**config.mk**
```make
export PLATFORM = sky130hd
export DESIGN_NAME = qam_frame_sched_flat
export DESIGN_NICKNAME = d
export VERILOG_FILES = /design/src/rtl/qam_frame_sched_if.sv /design/src/rtl/qam_frame_sched.sv /design/src/flat_wrapper.sv
export SDC_FILE = /design/constraint.sdc
export NUM_CORES = 1
export LEC_CHECK = 0
export CORE_MARGIN = 5
export CORE_UTILIZATION = 63
export CTS_BUF_LIST = sky130_fd_sc_hd__clkbuf_8
export DETAILED_ROUTE_END_ITERATION = 12
export GPL_TIMING_DRIVEN = 1
export PLACE_DENSITY = 0.95
export SYNTH_ARGS = -nofsm -noshare
export SYNTH_HDL_FRONTEND = slang
export SYNTH_SLANG_ARGS = --single-unit
```
**constraint.sdc**
```tcl
create_clock -name clk -period 5.42 [get_ports clk]
set_clock_uncertainty 0.15 [all_clocks]
set_input_delay 1.626 -clock clk [delete_from_list [all_inputs] [get_ports clk]]
set_output_delay 1.626 -clock clk [all_outputs]
set_load 0.005 [all_outputs]
```
**src/rtl/qam_frame_sched_if.sv**
```systemverilog
// Payload source handshake between the PRBS source and the frame scheduler.
// The master (source) drives src_data/src_valid; the slave (scheduler)
// drives src_ready, a registered-decode strobe that marks the consume cycle.
interface qam_frame_sched_if;
    logic [3:0] src_data;
    logic       src_valid;
    logic       src_ready;

    modport master (
        output src_data,
        output src_valid,
        input  src_ready
    );

    modport slave (
        input  src_data,
        input  src_valid,
        output src_ready
    );
endinterface

```
**src/rtl/qam_frame_sched.sv**
```systemverilog
// qam_frame_sched: QAM16 transmit frame scheduler.
// Each frame is PREAMBLE -> PAYLOAD -> GAP at symbol rate. Each symbol lasts
// UPS samples, and phase counts the samples within a symbol. Payload nibbles
// are pulled from the source. A missing nibble becomes a zero symbol and
// sets the sticky underflow flag. The frame length never changes.
// Optional feature: define QAM_FRAME_CNT_EN to add a 16-bit frame_cnt output.
// frame_cnt counts done pulses and wraps.
module qam_frame_sched #(
    parameter int unsigned UPS     = 32'd4,
    parameter int unsigned PRE_LEN = 32'd8,
    parameter int unsigned PAY_LEN = 32'd32,
    parameter int unsigned GAP_LEN = 32'd4
) (
    input  logic                   clk,
    input  logic                   reset,
    input  logic                   start,
    qam_frame_sched_if.slave       src,
    output logic [3:0]             sym_data,
    output logic                   sym_zero,
    output logic                   sym_stb,
    output logic [3:0]             phase,
    output logic                   busy,
    output logic                   done,
    output logic                   underflow
`ifdef QAM_FRAME_CNT_EN
    ,
    output logic [15:0]            frame_cnt
`endif
);

    typedef enum logic [1:0] {
        ST_IDLE = 2'd0,
        ST_PRE  = 2'd1,
        ST_PAY  = 2'd2,
        ST_GAP  = 2'd3
    } state_t;

    localparam logic [3:0]  PH_LAST  = 4'(UPS - 32'd1);
    localparam logic [3:0]  PH_PEN   = 4'(UPS - 32'd2);
    localparam logic [15:0] PRE_LAST = 16'(PRE_LEN - 32'd1);
    localparam logic [15:0] PAY_LAST = 16'(PAY_LEN - 32'd1);
    localparam logic [15:0] GAP_LAST = 16'(GAP_LEN - 32'd1);

    // Preamble pattern: even symbols 4'h0, odd symbols 4'hF.
    function automatic logic [3:0] pre_sym(input logic odd);
        return odd ? 4'hF : 4'h0;
    endfunction

    state_t      state_q, state_d;
    logic [3:0]  phase_q, phase_d;
    logic [15:0] sym_cnt_q, sym_cnt_d;
    logic [3:0]  sym_data_q, sym_data_d;
    logic        sym_zero_q, sym_zero_d;
    logic        busy_q, busy_d;
    logic        done_q, done_d;
    logic        underflow_q, underflow_d;
    logic        pending_q, pending_d;

    logic        sym_last_s;
    logic [3:0]  pay_data_s;
    logic        pay_zero_s;

    // Register decodes: symbol boundary, payload fetch strobe, payload value.
    always_comb begin
        sym_last_s    = (phase_q == PH_LAST);
        src.src_ready = sym_last_s &&
                        (((state_q == ST_PRE) && (sym_cnt_q == PRE_LAST)) ||
                         ((state_q == ST_PAY) && (sym_cnt_q != PAY_LAST)));
        pay_data_s    = src.src_valid ? src.src_data : 4'h0;
        pay_zero_s    = ~src.src_valid;
    end

    // Next-state logic: frame sequencing, symbol loading, pending start.
    always_comb begin
        state_d     = state_q;
        phase_d     = phase_q;
        sym_cnt_d   = sym_cnt_q;
        sym_data_d  = sym_data_q;
        sym_zero_d  = sym_zero_q;
        busy_d      = busy_q;
        underflow_d = underflow_q;
        // A start while busy is remembered once; the frame end consumes it.
        pending_d   = pending_q | (start & busy_q);
        // done is registered, so it is set one sample before the last GAP sample.
        done_d      = (state_q == ST_GAP) && (sym_cnt_q == GAP_LAST) &&
                      (phase_q == PH_PEN);

        case (state_q)
            ST_IDLE: begin
                phase_d    = 4'd0;
                sym_cnt_d  = 16'd0;
                sym_data_d = 4'h0;
                pending_d  = 1'b0;
                if (start) begin
                    state_d     = ST_PRE;
                    busy_d      = 1'b1;
                    sym_zero_d  = 1'b0;
                    underflow_d = 1'b0;
                end else begin
                    busy_d      = 1'b0;
                    sym_zero_d  = 1'b1;
                end
            end
            ST_PRE: begin
                if (sym_last_s) begin
                    phase_d = 4'd0;
                    if (sym_cnt_q == PRE_LAST) begin
                        state_d     = ST_PAY;
                        sym_cnt_d   = 16'd0;
                        sym_data_d  = pay_data_s;
                        sym_zero_d  = pay_zero_s;
                        underflow_d = underflow_q | pay_zero_s;
                    end else begin
                        sym_cnt_d  = sym_cnt_q + 16'd1;
                        // Next index is odd exactly when the current one is even.
                        sym_data_d = pre_sym(~sym_cnt_q[0]);
                        sym_zero_d = 1'b0;
                    end
                end else begin
                    phase_d = phase_q + 4'd1;
                end
            end
            ST_PAY: begin
                if (sym_last_s) begin
                    phase_d = 4'd0;
                    if (sym_cnt_q == PAY_LAST) begin
                        state_d    = ST_GAP;
                        sym_cnt_d  = 16'd0;
                        sym_data_d = 4'h0;
                        sym_zero_d = 1'b1;
                    end else begin
                        sym_cnt_d   = sym_cnt_q + 16'd1;
                        sym_data_d  = pay_data_s;
                        sym_zero_d  = pay_zero_s;
                        underflow_d = underflow_q | pay_zero_s;
                    end
                end else begin
                    phase_d = phase_q + 4'd1;
                end
            end
            ST_GAP: begin
                if (sym_last_s) begin
                    phase_d    = 4'd0;
                    sym_data_d = 4'h0;
                    if (sym_cnt_q == GAP_LAST) begin
                        sym_cnt_d = 16'd0;
                        pending_d = 1'b0;
                        // A start on the done cycle counts as pending.
                        if (pending_q || start) begin
                            state_d     = ST_PRE;
                            sym_zero_d  = 1'b0;
                            underflow_d = 1'b0;
                        end else begin
                            state_d    = ST_IDLE;
                            busy_d     = 1'b0;
                            sym_zero_d = 1'b1;
                        end
                    end else begin
                        sym_cnt_d  = sym_cnt_q + 16'd1;
                        sym_zero_d = 1'b1;
                    end
                end else begin
                    phase_d = phase_q + 4'd1;
                end
            end
            default: begin
                state_d    = ST_IDLE;
                phase_d    = 4'd0;
                sym_cnt_d  = 16'd0;
                sym_data_d = 4'h0;
                sym_zero_d = 1'b1;
                busy_d     = 1'b0;
                pending_d  = 1'b0;
                done_d     = 1'b0;
            end
        endcase
    end

    // State and output registers; reset returns to IDLE with no done pulse.
    always_ff @(posedge clk or posedge reset) begin
        if (reset) begin
            state_q     <= ST_IDLE;
            phase_q     <= 4'd0;
            sym_cnt_q   <= 16'd0;
            sym_data_q  <= 4'h0;
            sym_zero_q  <= 1'b1;
            busy_q      <= 1'b0;
            done_q      <= 1'b0;
            underflow_q <= 1'b0;
            pending_q   <= 1'b0;
        end else begin
            state_q     <= state_d;
            phase_q     <= phase_d;
            sym_cnt_q   <= sym_cnt_d;
            sym_data_q  <= sym_data_d;
            sym_zero_q  <= sym_zero_d;
            busy_q      <= busy_d;
            done_q      <= done_d;
            underflow_q <= underflow_d;
            pending_q   <= pending_d;
        end
    end

    assign sym_data  = sym_data_q;
    assign sym_zero  = sym_zero_q;
    assign sym_stb   = busy_q && (phase_q == 4'd0);
    assign phase     = phase_q;
    assign busy      = busy_q;
    assign done      = done_q;
    assign underflow = underflow_q;

`ifdef QAM_FRAME_CNT_EN
    logic [15:0] frame_cnt_q, frame_cnt_d;

    // Frame counter: one count per done pulse, natural 16-bit wrap.
    always_comb begin
        if (done_q) begin
            frame_cnt_d = frame_cnt_q + 16'd1;
        end else begin
            frame_cnt_d = frame_cnt_q;
        end
    end

    // Frame counter register.
    always_ff @(posedge clk or posedge reset) begin
        if (reset) begin
            frame_cnt_q <= 16'd0;
        end else begin
            frame_cnt_q <= frame_cnt_d;
        end
    end

    assign frame_cnt = frame_cnt_q;
`endif

endmodule
```
**src/flat_wrapper.sv**
```systemverilog
// flat-port wrapper written by rule: the top's interface ports become plain ports
module qam_frame_sched_flat 
#(
    parameter int unsigned UPS     = 32'd4,
    parameter int unsigned PRE_LEN = 32'd8,
    parameter int unsigned PAY_LEN = 32'd32,
    parameter int unsigned GAP_LEN = 32'd4
)
  (clk, reset, start, sym_data, sym_zero, sym_stb, phase, busy, done, underflow, src_src_data, src_src_valid, src_src_ready);
  qam_frame_sched_if src_i ();
  input  logic clk;
  input  logic reset;
  input  logic start;
  output logic [3:0] sym_data;
  output logic sym_zero;
  output logic sym_stb;
  output logic [3:0] phase;
  output logic busy;
  output logic done;
  output logic underflow;
  input wire logic [$bits(src_i.src_data)-1:0] src_src_data;
  input wire logic [$bits(src_i.src_valid)-1:0] src_src_valid;
  output wire logic [$bits(src_i.src_ready)-1:0] src_src_ready;
  assign src_i.src_data = src_src_data;
  assign src_i.src_valid = src_src_valid;
  assign src_src_ready = src_i.src_ready;
  qam_frame_sched #(.UPS(UPS), .PRE_LEN(PRE_LEN), .PAY_LEN(PAY_LEN), .GAP_LEN(GAP_LEN)) u_core (.clk(clk), .reset(reset), .start(start), .src(src_i), .sym_data(sym_data), .sym_zero(sym_zero), .sym_stb(sym_stb), .phase(phase), .busy(busy), .done(done), .underflow(underflow));
endmodule
```
==> results_dict.tcl <==
set metrics [dict create \
    setup_violations 0 \
    grt_pass1_wl_mm 8.74 \
    syn_inst 238 \
    finalHoldViolCount 0 \
    synth_adder_area_share_pct 5.58 \
    ys_seq_area_share_pct 38.5 \
    first_iter_violations 187 \
    drv_cap 0 \
    fillers 218 \
    hold_path.class "reg2reg" \
    clock_sink_count 31 \
    fp-row-count 20 \
    totalWireLength_mm 5.08 \
    cpMaxStageDelayCell "o21ai_0" \
    p_leak_nw 0.974 \
    drt_first_pass_iters 4 \
    drv_slew 0 \
    worstPathCellList "nor4_2, nand3_2, o21ai_0, a21oi_1, clkdlybuf4s50_1" \
    grt_max_degree 24 \
    clk-insertion-delay-late_ns 0.30 \
    synth_top_area_cell "dfrtp_1" \
    wl_per_cell_um 17.0 \
    ant_nets 0 \
    post_drt_via_cell_ratio 6.34 \
    setup_tns_ns 0 \
    worstHoldPathCells 1 \
    synth_nets 255 \
    period_share_pct 79.9 \
    placed_area_um2 2240 \
    r2r_slack_ns 2.77 \
    worstHoldEndpoint "u_core.sym_data[0]" \
    multi_input_area_um2 1140 \
    grt_pass1_vias 1856 \
    nets 271 \
    hpwl_mm 3.43 \
    status "finished, final reports clean" \
    reg2reg_from "u_core.sym_cnt_q[0]" \
    synth_area_leaders "dfrtp_1 (37%), nand2_1 (8.2%), o211ai_1 (7.1%), ha_1 (5.6%), o21ai_0 (3.2%)" \
    synth-seq-cells 31 \
    cts_tree "yes" \
    start_kind "flop" \
    cp-end-kind "primary output" \
    die_h_um 66.6 \
    min_period_ns 4.33 \
    drcViolationCount 0 \
    rr_worst_depth 6 \
    syn-cell-area_um2 2020 \
    syn_area_per_cell_um2 8.48 \
    clkTransAtPathRegs_ns 0.06 \
    power.density_nw_per_um2 499 \
    fp.dieW_um 66.6 \
    antenna_found_initial 0 \
    synth_compound_area_share_pct 22.6 \
    rsz0062_at_grt "no" \
    tightest_slew_ns 0.895 \
    cts.repair.resized 0 \
    ys.warnings.count 0 \
    cts_made_buffers 5 \
    critPathKind "reg2out" \
    yosys.area_share.simple_pct 26.2 \
    num_io_pins 22 \
    cts_buffer_depth 2 \
    syn_to_final_growth_pct 15.8 \
    register_area_um2 777 \
    required_ns 3.64 \
    drive_gt1_share_pct 7.06 \
    design_power_total_mw 1.17 \
    n_antenna_cell 0 \
    port_buffers 21 \
    hold_buffers 0 \
    hold_start "u_core.sym_data[0]" \
    design.die.area_um2 4440 \
    routabilityCongestion 0.840 \
    arrival_ns 2.56 \
    core_region_area_um2 3050 \
    synth_mux_area_share_pct 1.74 \
    reg2reg_to "u_core.state_q[1]" \
    synth-xor-area-share_pct 0.434 \
    start_util_pct 66.1 \
    maxSlewHeadroom_pct 40.1 \
    overflow 0 \
    irDropWorstVdd_uv 415 \
    clockRootBuffer "clkbuf_8" \
    design_area_um2 2340 \
    post-synth-top-area-fraction_pct 37.2 \
    timing.fmax_mhz 231 \
    vias 1895 \
    post_cts_buffers 0 \
    synth_top_family_by_area "simple AND/OR/NAND/NOR gates" \
    track_usage_pct 26.4 \
    synth_cell_types 49 \
    path_max_fanout 6 \
    critPathMaxStageDelay_ns 0.63 \
    ctsHtreeMaxLevel 2 \
]
## synthesized netlist by cell type (all sizes together)
master	count
a21o	3
o2111ai	1
clkbuf	12
and3	3
o311ai	1
a211o	3
xor2	1
o31ai	2
o221ai	1
nor4	3
a22o	3
dfrtp	30
or2	1
a221oi	2
nor3b	2
nor2	14
nand2	44
o21ai	14
nand4	4
o22a	1
o32a	1
nand3	12
ha	9
nand2b	2
a21oi	9
mux2i	2
a31oi	1
nor4b	1
buf	2
mux2	1
or3	4
a22oi	1
nor2b	1
nor3	9
o41ai	1
and4	3
o21a	1
nand3b	1
o22ai	2
inv	10
o211ai	19
dfstp	1
## area by class of cell
| class | instances | share of cell area [%] |
|---|---|---|
| clock buffers | 7 | 4.12 |
| clock inverters | 1 | 0.161 |
| inverters | 10 | 1.61 |
| multi-input cells | 183 | 48.9 |
| flip-flops and latches | 31 | 33.2 |
| well taps | 44 | 2.36 |
| repair buffers | 23 | 9.64 |
## report_power, final
group	switching, mW	internal [mW]	leakage, nW	total (mW)
registers	0.0607	0.290	0.415	0.350
clock network	0.0884	0.114	0.0557	0.202
logic	0.388	0.226	0.504	0.615
total	0.537	0.630	0.974	1.17
## logic make-up (layout without fill, tap and decap cells)
family | count (synthesis) | after routing
simple gates | 104 | 104
compound gates | 66 | 66
flops | 31 | 31
buf+inv | 24 | 41
fa+ha+maj | 9 | 9
mux | 3 | 3
xor+xnor | 1 | 1
## layer usage
layer	wire, um	track usage [%]	part of all wire [%]
met5	0	0	0
met1	2200	32.7	43
met3	358	6.91	7.0
met4	62	11.4	1.2
met2	2460	42.9	48
## cell usage in the layout, fill, tap and decap left out, types with 7 or more instances in the layout
cell / Yosys / routed
dfrtp_1: 30 / 30
ha_1: 9 / 9
nand3_1: 11 / 11
inv_1: 10 / 11
clkdlybuf4s50_1: 0 / 21
nor3_1: 8 / 8
nor2_1: 14 / 14
o21ai_0: 13 / 13
o211ai_1: 19 / 19
a21oi_1: 9 / 9
nand2_1: 44 / 44
clkbuf_8: 0 / 7
## stage by stage
| step | std cells | hold slack (ns) | setup WS [ns] | utilization [%] |
|---|---|---|---|---|
| global route | 299 | 0.388 | 0.973 | 76.6 |
| finish | 299 | 0.354 | 1.09 | 76.6 |
| detailed placement | 291 | 0.346 | 1.49 | 73.3 |
| floorplan | 238 | 0.345 | 2.19 | - |
| CTS | 299 | 0.360 | 1.12 | 76.6 |
| global placement | 291 | 0.337 | 1.52 | 73.3 |
## state kept, by name, summed over array words and instances (netlist names)
signal and cells:
u_core.done 1, u_core.busy 1, u_core.sym_cnt_q 16, u_core.sym_data 4, u_core.sym_zero 1, u_core.phase 4, u_core.underflow 1, u_core.pending_q 1
u_core.state_q 2
## worst max-delay path by stage
stage | slack, ns | startpoint | cells past startpoint | to
after global routing | 0.97 | u_core.sym_cnt_q[15] | 5 | src_src_ready
after global placement | 1.52 | u_core.sym_cnt_q[15] | 5 | src_src_ready
after CTS | 1.12 | u_core.sym_cnt_q[15] | 5 | src_src_ready
final | 1.09 | u_core.sym_cnt_q[15] | 5 | src_src_ready
after detailed placement | 1.49 | u_core.sym_cnt_q[15] | 5 | src_src_ready
after floorplan | 2.19 | u_core.sym_cnt_q[15] | 4 | src_src_ready
## worst max-delay path: cells and delay by family (launching register included)
family                 cells  cell delay, ns
AO/OA/AOI/OAI              2            0.77
buffers and inverters      1            0.50
flip-flops                 1            0.43
AND/OR/NAND/NOR            2            0.57
No activity file was read; power rests on OpenSTA's default activity.
==> edit: new RTL, same settings <==
Take the reset off `sym_data_q` and load it in a clocked block of its own.
--- a/src/rtl/qam_frame_sched.sv
+++ b/src/rtl/qam_frame_sched.sv
@@ -184,3 +184,2 @@
             sym_cnt_q   <= 16'd0;
-            sym_data_q  <= 4'h0;
             sym_zero_q  <= 1'b1;
@@ -194,3 +193,2 @@
             sym_cnt_q   <= sym_cnt_d;
-            sym_data_q  <= sym_data_d;
             sym_zero_q  <= sym_zero_d;
@@ -201,2 +199,6 @@
         end
+    end
+
+    always_ff @(posedge clk) begin
+        sym_data_q <= sym_data_d;
     end
Check against the original RTL: differs if reset is asserted again (counterexample within 10 cycles, from zero or initial values and one cycle with reset high); with reset held inactive, the same outputs for 10 cycles.
==> edit against the original RTL <==
- worst setup slack better by 180 ps
- final cell count decreased by 20%
- die area down 8.4%
- sequential cell count unchanged
- routed wire length down 22%
- area after synthesis fell by 9.9%
- global-route usage down 4.4 points
- cell area down 8.6%
- non-clock buffer count fell by 2
Power is not compared: it rests on default switching activity, and its combinational part moved more than twofold at a synthesized area within 25%.
==> edit: results (changes against the original RTL) <==
status: "complete, no violations"
synthMuxAreaShare_pct: 1.10  # -0.64 points
synth-adder-area-share_pct: 6.19  # +0.61 points
place.port_buffers: 21  # unchanged
drt_iter0_drc: 151  # -19%
synthXorXnorAreaFrac_pct: 5.30  # +4.9 points
drive_gt1_share_pct: 10.0  # +3.0 points
grt_pass1_vias: 1534  # -17%
ir_drop_v: 0.000238
h-tree-depth: 2  # unchanged
p_int_mw: 0.343
antenna_found_initial: 0  # unchanged
grt_pass1_wl_um: 7200  # -18%
min_path_type: "register to register"
antenna_cells: 0  # unchanged
max_stage_delay_ps: 510  # -120 ps
largest_reg_flops: 16  # unchanged
grt_util_all_layers_pct: 22.0  # -4.4 points
synth_compound_area_share_pct: 12.9  # -9.7 points
clk_latency_ps: 280  # -20 ps
root_buffer: "clkbuf_8"
post-dp-hpwl_um: 2820  # -18%
cp_slowest_cell: "clkdlybuf4s50_1"
syn-num-nets: 201  # -21%
numCtsBuffers: 5  # unchanged
synth_common_cells: "26 x dfrtp_1, 18 x nand2_1, 13 x nor2_1, 12 x nand3_1"
top_register: "u_core.sym_cnt_q"
ys_seq_area_share_pct: 43.8  # +5.3 points
ys_types: 50  # +2.0%
synth-edff-count: 4  # +4
async_flop_share_pct: 87.1  # -13 points
post_cts_buffers: 0  # unchanged
synth.area.top_cells: "dfrtp_1 36%, edfxtp_1 6.6%, ha_1 6.2%, nand2_1 3.7%, nand3_1 3.3%"
yosysWarningCount: 0  # unchanged
clockPowerShare_pct: 42.5
fin_nets: 225  # -17%
dp_slack_ps: 1620  # +130 ps
seq_power_share_pct: 54.3
grt_max_degree: 28  # +17%
place.gp.congestion: 0.918  # +9.3%
fillers: 181  # -17%
postCtsResizedCells: 0  # unchanged
arrival_ps: 2370  # -190 ps
drt-total-wl_um: 3970  # -22%
dr.pass1.iters: 5  # +1
clock_path_buffers: 2  # unchanged
p_leak_nw: 0.984
max-slew-margin-rel_pct: 32.7  # -7.4 points
via_per_inst: 6.29  # -0.79%
[edit: cells by family after synthesis]
logic type,after synthesis
compound gates,34
xor+xnor,11
fa+ha+maj,9
buf+inv,16
flops,31
mux,2
simple gates,81
[edit: metal layers]
| layer | vias to the layer above | track usage, % | routed length (um) |
|---|---|---|---|
| li1 | 699 | - | - |
| met2 | 66 | 35.5 | 1990 |
| met5 | - | 0 | 0 |
| met1 | 735 | 27.0 | 1660 |
| met4 | 0 | 11.2 | 97 |
| met3 | 9 | 5.95 | 231 |
[edit: through the flow]
step / util [%] / std cells / instance area [um^2]
after floorplan: - / 184 / 1820
after global placement: 74.1 / 232 / 2040
after detailed placement: 74.1 / 232 / 2040
after CTS: 77.5 / 240 / 2140
after global routing: 77.5 / 240 / 2140
final: 77.5 / 240 / 2140
[edit: final cells by class]
type	instances	area share, %
Clock buffer	6	3.87
Clock inverter	2	0.410
Inverter	12	2.11
Multi-Input combinational cell	137	44.6
Sequential cell	31	37.3
Tap cell	31	1.82
Timing Repair Buffer	21	9.84
[edit: worst paths after layout]
path                            cells after the start                  end           startpoint  slack [ps]
worst min register to register                      2  u_core.sym_cnt_q[1]  u_core.sym_cnt_q[1]         400
worst max register to register                      8     u_core.underflow      u_core.phase[0]        3050
max in group asynchronous                           2  u_core.sym_cnt_q[3]                reset        2780
worst max-delay path                                6        src_src_ready  u_core.sym_cnt_q[0]        1270
min in group asynchronous                           2      u_core.phase[1]                reset        1730
worst min-delay path                                2  u_core.sym_cnt_q[1]  u_core.sym_cnt_q[1]         400
[edit: critical path: cells and delay by family (launching register included)]
kind                     cells  cell delay [ps]
buffers and inverters        1              510
adder cells (fa/ha/maj)      1              240
flip-flops                   1              450
AND/OR/NAND/NOR              3              800
AO/OA/AOI/OAI                1               90
